[config.mk]
export PLATFORM = sky130hd
export DESIGN_NAME = rc4_prga_decrypt
export DESIGN_NICKNAME = d
export VERILOG_FILES = /design/src/rtl/rc4_prga_decrypt.sv
export SDC_FILE = /design/constraint.sdc
export NUM_CORES = 1
export LEC_CHECK = 0
export CELL_PAD_IN_SITES_DETAIL_PLACEMENT = 1
export CELL_PAD_IN_SITES_GLOBAL_PLACEMENT = 1
export CORE_MARGIN = 3
export CORE_UTILIZATION = 47
export CTS_CLUSTER_DIAMETER = 80
export DETAILED_ROUTE_END_ITERATION = 6
export DONT_BUFFER_PORTS = 1
export PLACE_DENSITY_LB_ADDON = 0.1
export SKIP_LAST_GASP = 1
export SLEW_MARGIN = 20
export SYNTH_ARGS = -nofsm -noshare
export SYNTH_HDL_FRONTEND = slang
export SYNTH_SLANG_ARGS = --single-unit
[constraint.sdc]
create_clock -name clk -period 2.9 [get_ports clk]
set_input_delay 0.58 -clock clk [delete_from_list [all_inputs] [get_ports clk]]
set_output_delay 0.58 -clock clk [all_outputs]
set_load 0.02 [all_outputs]
[src/rtl/rc4_prga_decrypt.sv]
// RC4 pseudo-random generation over an externally keyed S RAM, decrypting a message ROM into a
// RAM and flagging the key as invalid when a decrypted byte falls outside space/'a'..'z'.
module rc4_prga_decrypt #(
  parameter int unsigned MSG_LEN      = 32,
  parameter int unsigned MSG_AW       = 5,
  parameter bit          ABORT_ON_BAD = 1'b1
) (
  input  logic              clk,
  input  logic              reset,
  input  logic              start,
  output logic              busy,
  output logic              done,
  output logic              key_invalid,
  output logic [7:0]        s_addr,
  output logic [7:0]        s_wdata,
  output logic              s_wren,
  input  logic [7:0]        s_q,
  output logic [MSG_AW-1:0] e_addr,
  input  logic [7:0]        e_q,
  output logic [MSG_AW-1:0] d_addr,
  output logic [7:0]        d_wdata,
  output logic              d_wren
);

  typedef enum logic [3:0] {
    StIdle, StRdI, StWaitI, StCapI, StRdJ, StWaitJ, StCapJ,
    StWrI, StWrJ, StRdF, StWaitF, StCapF, StWrD, StDone
  } state_e;

  localparam logic [MSG_AW-1:0] KLast = MSG_AW'(MSG_LEN - 1);

  state_e            state_q, state_d;
  logic [7:0]        i_q, i_d, j_q, j_d, si_q, si_d, sj_q, sj_d, pt_q, pt_d;
  logic [MSG_AW-1:0] k_q, k_d;

  logic              busy_d, done_d, key_invalid_d, s_wren_d, d_wren_d;
  logic [7:0]        s_addr_d, s_wdata_d, d_wdata_d;
  logic [MSG_AW-1:0] e_addr_d, d_addr_d;
  logic              pt_valid;

  assign pt_valid = (pt_q == 8'h20) || ((pt_q >= 8'h61) && (pt_q <= 8'h7a));

  always_comb begin
    state_d       = state_q;
    i_d           = i_q;
    j_d           = j_q;
    k_d           = k_q;
    si_d          = si_q;
    sj_d          = sj_q;
    pt_d          = pt_q;
    key_invalid_d = key_invalid;
    s_addr_d      = s_addr;
    s_wdata_d     = s_wdata;
    s_wren_d      = 1'b0;
    e_addr_d      = e_addr;
    d_addr_d      = d_addr;
    d_wdata_d     = d_wdata;
    d_wren_d      = 1'b0;

    unique case (state_q)
      StIdle, StDone: begin
        if (start) begin
          i_d           = 8'd0;
          j_d           = 8'd0;
          k_d           = '0;
          key_invalid_d = 1'b0;
          state_d       = StRdI;
        end
      end
      StRdI: begin
        i_d      = i_q + 8'd1;
        s_addr_d = i_q + 8'd1;
        state_d  = StWaitI;
      end
      StWaitI: state_d = StCapI;
      StCapI: begin
        si_d    = s_q;
        j_d     = j_q + s_q;
        state_d = StRdJ;
      end
      StRdJ: begin
        s_addr_d = j_q;
        state_d  = StWaitJ;
      end
      StWaitJ: state_d = StCapJ;
      StCapJ: begin
        sj_d    = s_q;
        state_d = StWrI;
      end
      StWrI: begin
        s_addr_d  = i_q;
        s_wdata_d = sj_q;
        s_wren_d  = 1'b1;
        state_d   = StWrJ;
      end
      StWrJ: begin
        s_addr_d  = j_q;
        s_wdata_d = si_q;
        s_wren_d  = 1'b1;
        state_d   = StRdF;
      end
      StRdF: begin
        // si+sj is swap-invariant, so the captured values address the post-swap S
        s_addr_d = si_q + sj_q;
        e_addr_d = k_q;
        state_d  = StWaitF;
      end
      StWaitF: state_d = StCapF;
      StCapF: begin
        pt_d    = s_q ^ e_q;
        state_d = StWrD;
      end
      StWrD: begin
        d_addr_d  = k_q;
        d_wdata_d = pt_q;
        d_wren_d  = 1'b1;
        if (!pt_valid) key_invalid_d = 1'b1;
        if ((k_q == KLast) || (ABORT_ON_BAD && !pt_valid)) begin
          state_d = StDone;
        end else begin
          k_d     = k_q + MSG_AW'(1);
          state_d = StRdI;
        end
      end
      default: state_d = StIdle;
    endcase

    busy_d = (state_d != StIdle) && (state_d != StDone);
    done_d = (state_d == StDone);
  end

  always_ff @(posedge clk) begin
    if (reset) begin
      state_q     <= StIdle;
      i_q         <= 8'd0;
      j_q         <= 8'd0;
      k_q         <= '0;
      si_q        <= 8'd0;
      sj_q        <= 8'd0;
      pt_q        <= 8'd0;
      busy        <= 1'b0;
      done        <= 1'b0;
      key_invalid <= 1'b0;
      s_addr      <= 8'd0;
      s_wdata     <= 8'd0;
      s_wren      <= 1'b0;
      e_addr      <= '0;
      d_addr      <= '0;
      d_wdata     <= 8'd0;
      d_wren      <= 1'b0;
    end else begin
      state_q     <= state_d;
      i_q         <= i_d;
      j_q         <= j_d;
      k_q         <= k_d;
      si_q        <= si_d;
      sj_q        <= sj_d;
      pt_q        <= pt_d;
      busy        <= busy_d;
      done        <= done_d;
      key_invalid <= key_invalid_d;
      s_addr      <= s_addr_d;
      s_wdata     <= s_wdata_d;
      s_wren      <= s_wren_d;
      e_addr      <= e_addr_d;
      d_addr      <= d_addr_d;
      d_wdata     <= d_wdata_d;
      d_wren      <= d_wren_d;
    end
  end

endmodule

---- Yosys cells after proc, flatten, opt, wreduce, memory -nomap -nowiden ----
Index checks and enable logic that the tools add are counted.
word-level totals
  bits in read-only memories .............. 0
  logic and storage cells ................. 79
  bits of input ports ..................... 19
  bits in writable memories ............... 0
  output and inout port bits .............. 39
  memories ................................ 0
  latch bits .............................. 0
  bits in registers ....................... 88
operators by class
  bitwise operators ....................... 1
  mux-type cells .......................... 16
  add/sub/neg operators ................... 4
  multipliers ............................. 0
  divide/modulo/power cells ............... 0
  eq/ne operators ......................... 20
  magnitude comparators ................... 2
  shift operators ......................... 0
  reduce and logical (&&, ||, !) cells .... 19
operator list
  operator                                                                              number
  4-bit one-hot mux with 13 select lines                                                1
  8-bit one-hot mux with 2 select lines                                                 3
  8-bit one-hot mux with 4 select lines                                                 1
  4-bit equality test (second input constant)                                           7
  8-bit adder                                                                           2
  4-bit by 3-bit equality test with 1-bit output (second input constant)                4
  5-bit two-way mux                                                                     2
  5-bit one-hot mux with 2 select lines                                                 1
  8-bit by 1-bit adder with 8-bit output (second input constant)                        1
  4-bit by 2-bit equality test with 1-bit output (second input constant)                2
  8-bit by 6-bit equality test with 1-bit output (second input constant)                1
  8-bit by 7-bit greater-or-equal comparator with 1-bit output (second input constant)  1
  8-bit by 7-bit <= comparator with 1-bit output (second input constant)                1
  4-bit two-way mux                                                                     2
  8-bit two-way mux                                                                     1
  2-bit nonzero test                                                                    4
  4-bit nonzero test                                                                    2
  8-bit bitwise XOR                                                                     1
  2-bit != test (second input constant)                                                 3
  3-bit AND reduction                                                                   2
  2-bit OR reduction                                                                    3
  5-bit by 1-bit adder with 5-bit output (second input constant)                        1
  5-bit equality test (second input constant)                                           1
  4-bit by 1-bit equality test with 1-bit output (second input constant)                1
  other kinds (8)                                                                       14

---- Depth between registers and ports, before layout ----
  depth in word-level cells ............... 9
  gate-level depth with buffers ........... 9
  gate-level depth less buffers ........... 8

---- Worst setup path after synthesis ----
Ideal clock, no wire load.
  kind .................................... in2reg
  start ................................... in s_q[3]
  end ..................................... reg j_q[7]
  data arrival time ....................... 2.166 ns
  path buffers ............................ 0
  slack ................................... 0.613 ns
  stages on the path ...................... 7
  path through ............................ ha_1 > a21oi_1 > nor2b_1 > a311o_1 > a31oi_1 > mux2i_1 > mux2_2
on the way
  cells in the longest elaborated chain, start to end .. 2
ends and longest elaborated chain
  element                                RTL line  text
  from (decl)                            17        input logic [7:0] s_q,
  8-bit adder                            78        j_d = j_q + s_q;
  8-bit one-hot mux with 2 select lines  60        unique case (state_q)
  to (signal assigned)                   154       j_q <= j_d;
  to (decl)                              33        logic [7:0] i_q, i_d, j_q, j_d, si_q, si_d, sj_q, sj_d, pt_q, pt_d;
No other way between the ends.
A chain may end at the register's enable or synchronous reset.

---- Final worst setup path ----
  start ................................... reg state_q[0]
  end ..................................... reg j_q[7]
on the way
  cells in the longest elaborated chain, start to end .. 4
  elaborated cells between the ends (all ways) .. 8
  classes of those cells .................. 3 x eq/ne; 1 x mux; 4 x reduce/logical
ends and longest elaborated chain
  element                                                               RTL line  text
  from (decl)                                                           32        state_e state_q, state_d;
  from (signal assigned)                                                134       state_q <= StIdle;
  from (signal assigned)                                                152       state_q <= state_d;
  4-bit equality test / 4-bit zero test (equally long branches)         60
  2-bit OR reduction                                                    60
  2-bit != test (no line) / 2-bit nonzero test (equally long branches)  -
  2-bit AND reduction (no line)                                         -
Several ways; a longest one is shown, not always the timed one.

==> out/results.ini <==
[timing]
maximum_achievable_frequency_mhz = 419
tightest_slew_ns = 0.722
final-setup-viol-count = 0
timing.setup.tns_ns = 0
fin_crit_sh_pct = 82.2
timing_max_transition_violations_final = 0
remaining_max_slew_budget_at_the_tightest_pin_pct = 51.8
timing.final.crit_period_ns = 2.39
finalHoldViolCount = 0
rsz0062_at_grt = no
fin_worst_skew_ns = 0.0106

[clocking]
cts.sink_count = 88
postCtsSetupBuffers = 0
clkSlewWorstSetupHoldPaths_ns = 0.10
clock_latency_at_the_later_pin_of_the_worst_skew_pair_ns = 0.37
cts-root-buf = clkbuf_8
cts.path.max_buffers = 2
cts_tree = done
cts_inserted_buffers = 9
gates_resized_cts_repair = 0
number_of_hold_buffers_added_after_cts = 0
ctsHtreeMaxLevel = 3

[detailed_routing]
antenna_violating_nets_post_route = 0
drtIter0Drc = 147
routed_wire_length_per_instance_um = 19.3
detail_route.drc_violations = 0
avgViaCountPerCell = 5.90
dr_total_vias = 3729
drt_wl_total_um = 12200
detail_route.first_pass.iterations = 4

[layout]
final_net_count = 557
drive_gt1_share_pct = 8.02
num_antenna_cells = 0
synthToLayoutAreaGrowth_pct = 6.51
fin_cells = 632
final.fill_count = 1092
postLayoutCoreUtil_pct = 52.3

[logic_synthesis]
netlist.top_cell.by_area = dfxtp_1
synth_enable_flop_cells = 0
synth.distinct_cells = 53
ys_warn_count = 0
main_area_contributors_after_synthesis = dfxtp_1, nand2_1, a21oi_1, nor2_1, ha_1
syn-num-nets = 564
postSynth.asyncResetShare_pct = 0
netlist_area_um2 = 4370
ys_seq_area_share_pct = 40.4
synthesis.area_per_instance_um2 = 8.30
netlist_top_cells_count = nand2_1, dfxtp_1, nor2_1, a21oi_1, ha_1
synthDominantCellAreaShare_pct = 40.4
yosys_most_used_dff = dfxtp_1
yosys.cell_count.top_type = nand2_1
ys_ff_latch = 88
synthesis.instances = 526

[pwr]
power.share.clock_pct = 37.3
pwr-share-comb_pct = 7.1
switchingPower_mw = 0.649
p_leak_nw = 1.71
peakVddDrop_mv = 0.214
sequentialPowerShare_pct = 55.5
sw_frac_of_total_pct = 28.5
power.internal_mw = 1.63
power_density_nw_per_um2 = 490

[critical_path]
depth_of_the_worst_register_to_register_path = 5
cp_data_arrival_time_ns = 2.65
critical_path_required_ns = 3.17
critical_path.max_fanout = 20
ff2ff_setup_slack_ns = 0.51
r2r-start = state_q[0]
end_kind = register
worst-setup-path-type = register to register
start_kind = register
timing.rr.end = j_q[7]
worstSetupStartpoint = state_q[0]

[place]
post-dp-hpwl_um = 8640
place_inst = 616
gp_congestion = 0.865
placement.io_buffers = 0

[global_route]
largest_net_degree_at_the_start_of_global_routing = 92
global_route_wire_length_before_repair_um = 19800
gr-usage-all-layers_pct = 24.3
grt-ovfl-total = 0
antenna_found_initial = 0
first_global_vias = 3901

[min_path]
hold_start = reset
timing.hold.worst.class = primary input to register
min_path_cells = 1
whs_endpoint = state_q[1]

[die]
top_level_ports = 58
design.die.area_um2 = 10500
start_util_pct = 49.1
fp-row-count = 34
die_height_um = 102
die-width_um = 102
core_area_um2 = 8890

[outcome]
outcome = complete, no violations

[run]
timing.max_cap.violations = 0

==> power by group through the flow <==
stage	combinational, mW	clock (mW)	sequential, mW
global placement	0.156	0	1.29
finish	0.163	0.850	1.26
global route	0.179	0.927	1.27
CTS	0.163	0.880	1.27
detailed placement	0.162	0	1.29
floorplan	0.152	0	1.27
==> worst max path at each step <==
stage / end / slack (ns) / depth (start not counted)
3_5_place_dp: j_q[7] / 0.46 / 7
3_3_place_gp: j_q[7] / 0.56 / 7
6_report: j_q[7] / 0.51 / 5
4_1_cts: j_q[7] / 0.53 / 5
5_1_grt: j_q[7] / 0.38 / 5
2_1_floorplan: j_q[7] / 0.61 / 7
==> critical path: stages, from the launching register on <==
cell and delay, ns:
dfxtp_1 0.75, nand2_1 0.21, nor3_2 0.55, nand2_1 0.20, mux2i_1 0.22, mux2_2 0.35
==> cell usage in the layout (no fill, tap or decap), types with 3 or more instances in the layout <==
master / synthesis / layout
nand2_1: 98 / 98
dfxtp_1: 88 / 88
nor2_1: 60 / 60
a21oi_1: 53 / 53
ha_1: 17 / 17
nand3_1: 16 / 16
xnor2_1: 16 / 16
mux2i_1: 14 / 14
o21ai_0: 12 / 12
buf_4: 1 / 11
nor3_1: 10 / 10
xor2_1: 10 / 10
a211oi_1: 10 / 10
clkbuf_8: 0 / 9
a311oi_1: 8 / 8
and3_1: 7 / 7
nand2b_1: 7 / 7
a31oi_1: 6 / 6
nor2b_1: 5 / 5
nor3_2: 5 / 5
a21o_1: 5 / 5
a22oi_1: 5 / 5
a221oi_1: 5 / 5
inv_1: 3 / 3
o21a_1: 3 / 3
inv_8: 0 / 3
==> logic make-up after synthesis <==
group / count (synthesis) / share of synthesized area [%]
xor gates and xnor gates: 26 / 5.22
buffers and inverters: 32 / 3.15
muxes: 17 / 4.04
AOI/OAI and AO/OA: 122 / 18.3
adders and majority gates: 19 / 5.79
and+or+nand+nor: 222 / 23.1
DFF: 88 / 40.4
==> sequential cells by signal (all words and copies together), names as in the netlist, 5 cells and up <==
register	count
s_wdata	8
sj_q	8
si_q	8
d_addr	5
k_q	5
s_addr	8
pt_q	8
d_wdata	8
e_addr	5
j_q	8
i_q	8
==> stage by stage <==
stage	area [µm²]	total power, mW	hold slack [ns]	setup WS [ns]
floorplan	4370	1.42	0.449	0.613
global placement	4460	1.45	0.461	0.562
detailed placement	4460	1.45	0.471	0.464
CTS	4650	2.31	0.254	0.530
global route	4650	2.38	0.260	0.377
finish	4650	2.28	0.283	0.515
==> routing by layer <==
metal / wire length, µm / share of wire, % / global-route usage [%] / up-vias
met3: 712 / 5.8 / 6.62 / 20
met5: 0 / 0 / 0 / -
met4: 278 / 2.3 / 8.78 / 0
li1: - / - / - / 1840
met2: 5910 / 48 / 40.9 / 74
met1: 5290 / 43 / 29.9 / 1795
==> layout make-up <==
| cell class | count | area (µm²) | area share (%) |
|---|---|---|---|
| clock inverters | 7 | 68.8 | 1.48 |
| flip-flops and latches | 88 | 1760 | 37.9 |
| clock buffers | 9 | 124 | 2.66 |
| well taps | 108 | 135 | 2.91 |
| multi-input cells | 406 | 2470 | 53.0 |
| inverters | 3 | 11.3 | 0.242 |
| repair buffers | 11 | 82.6 | 1.78 |
(Power assumes the default switching activity.)
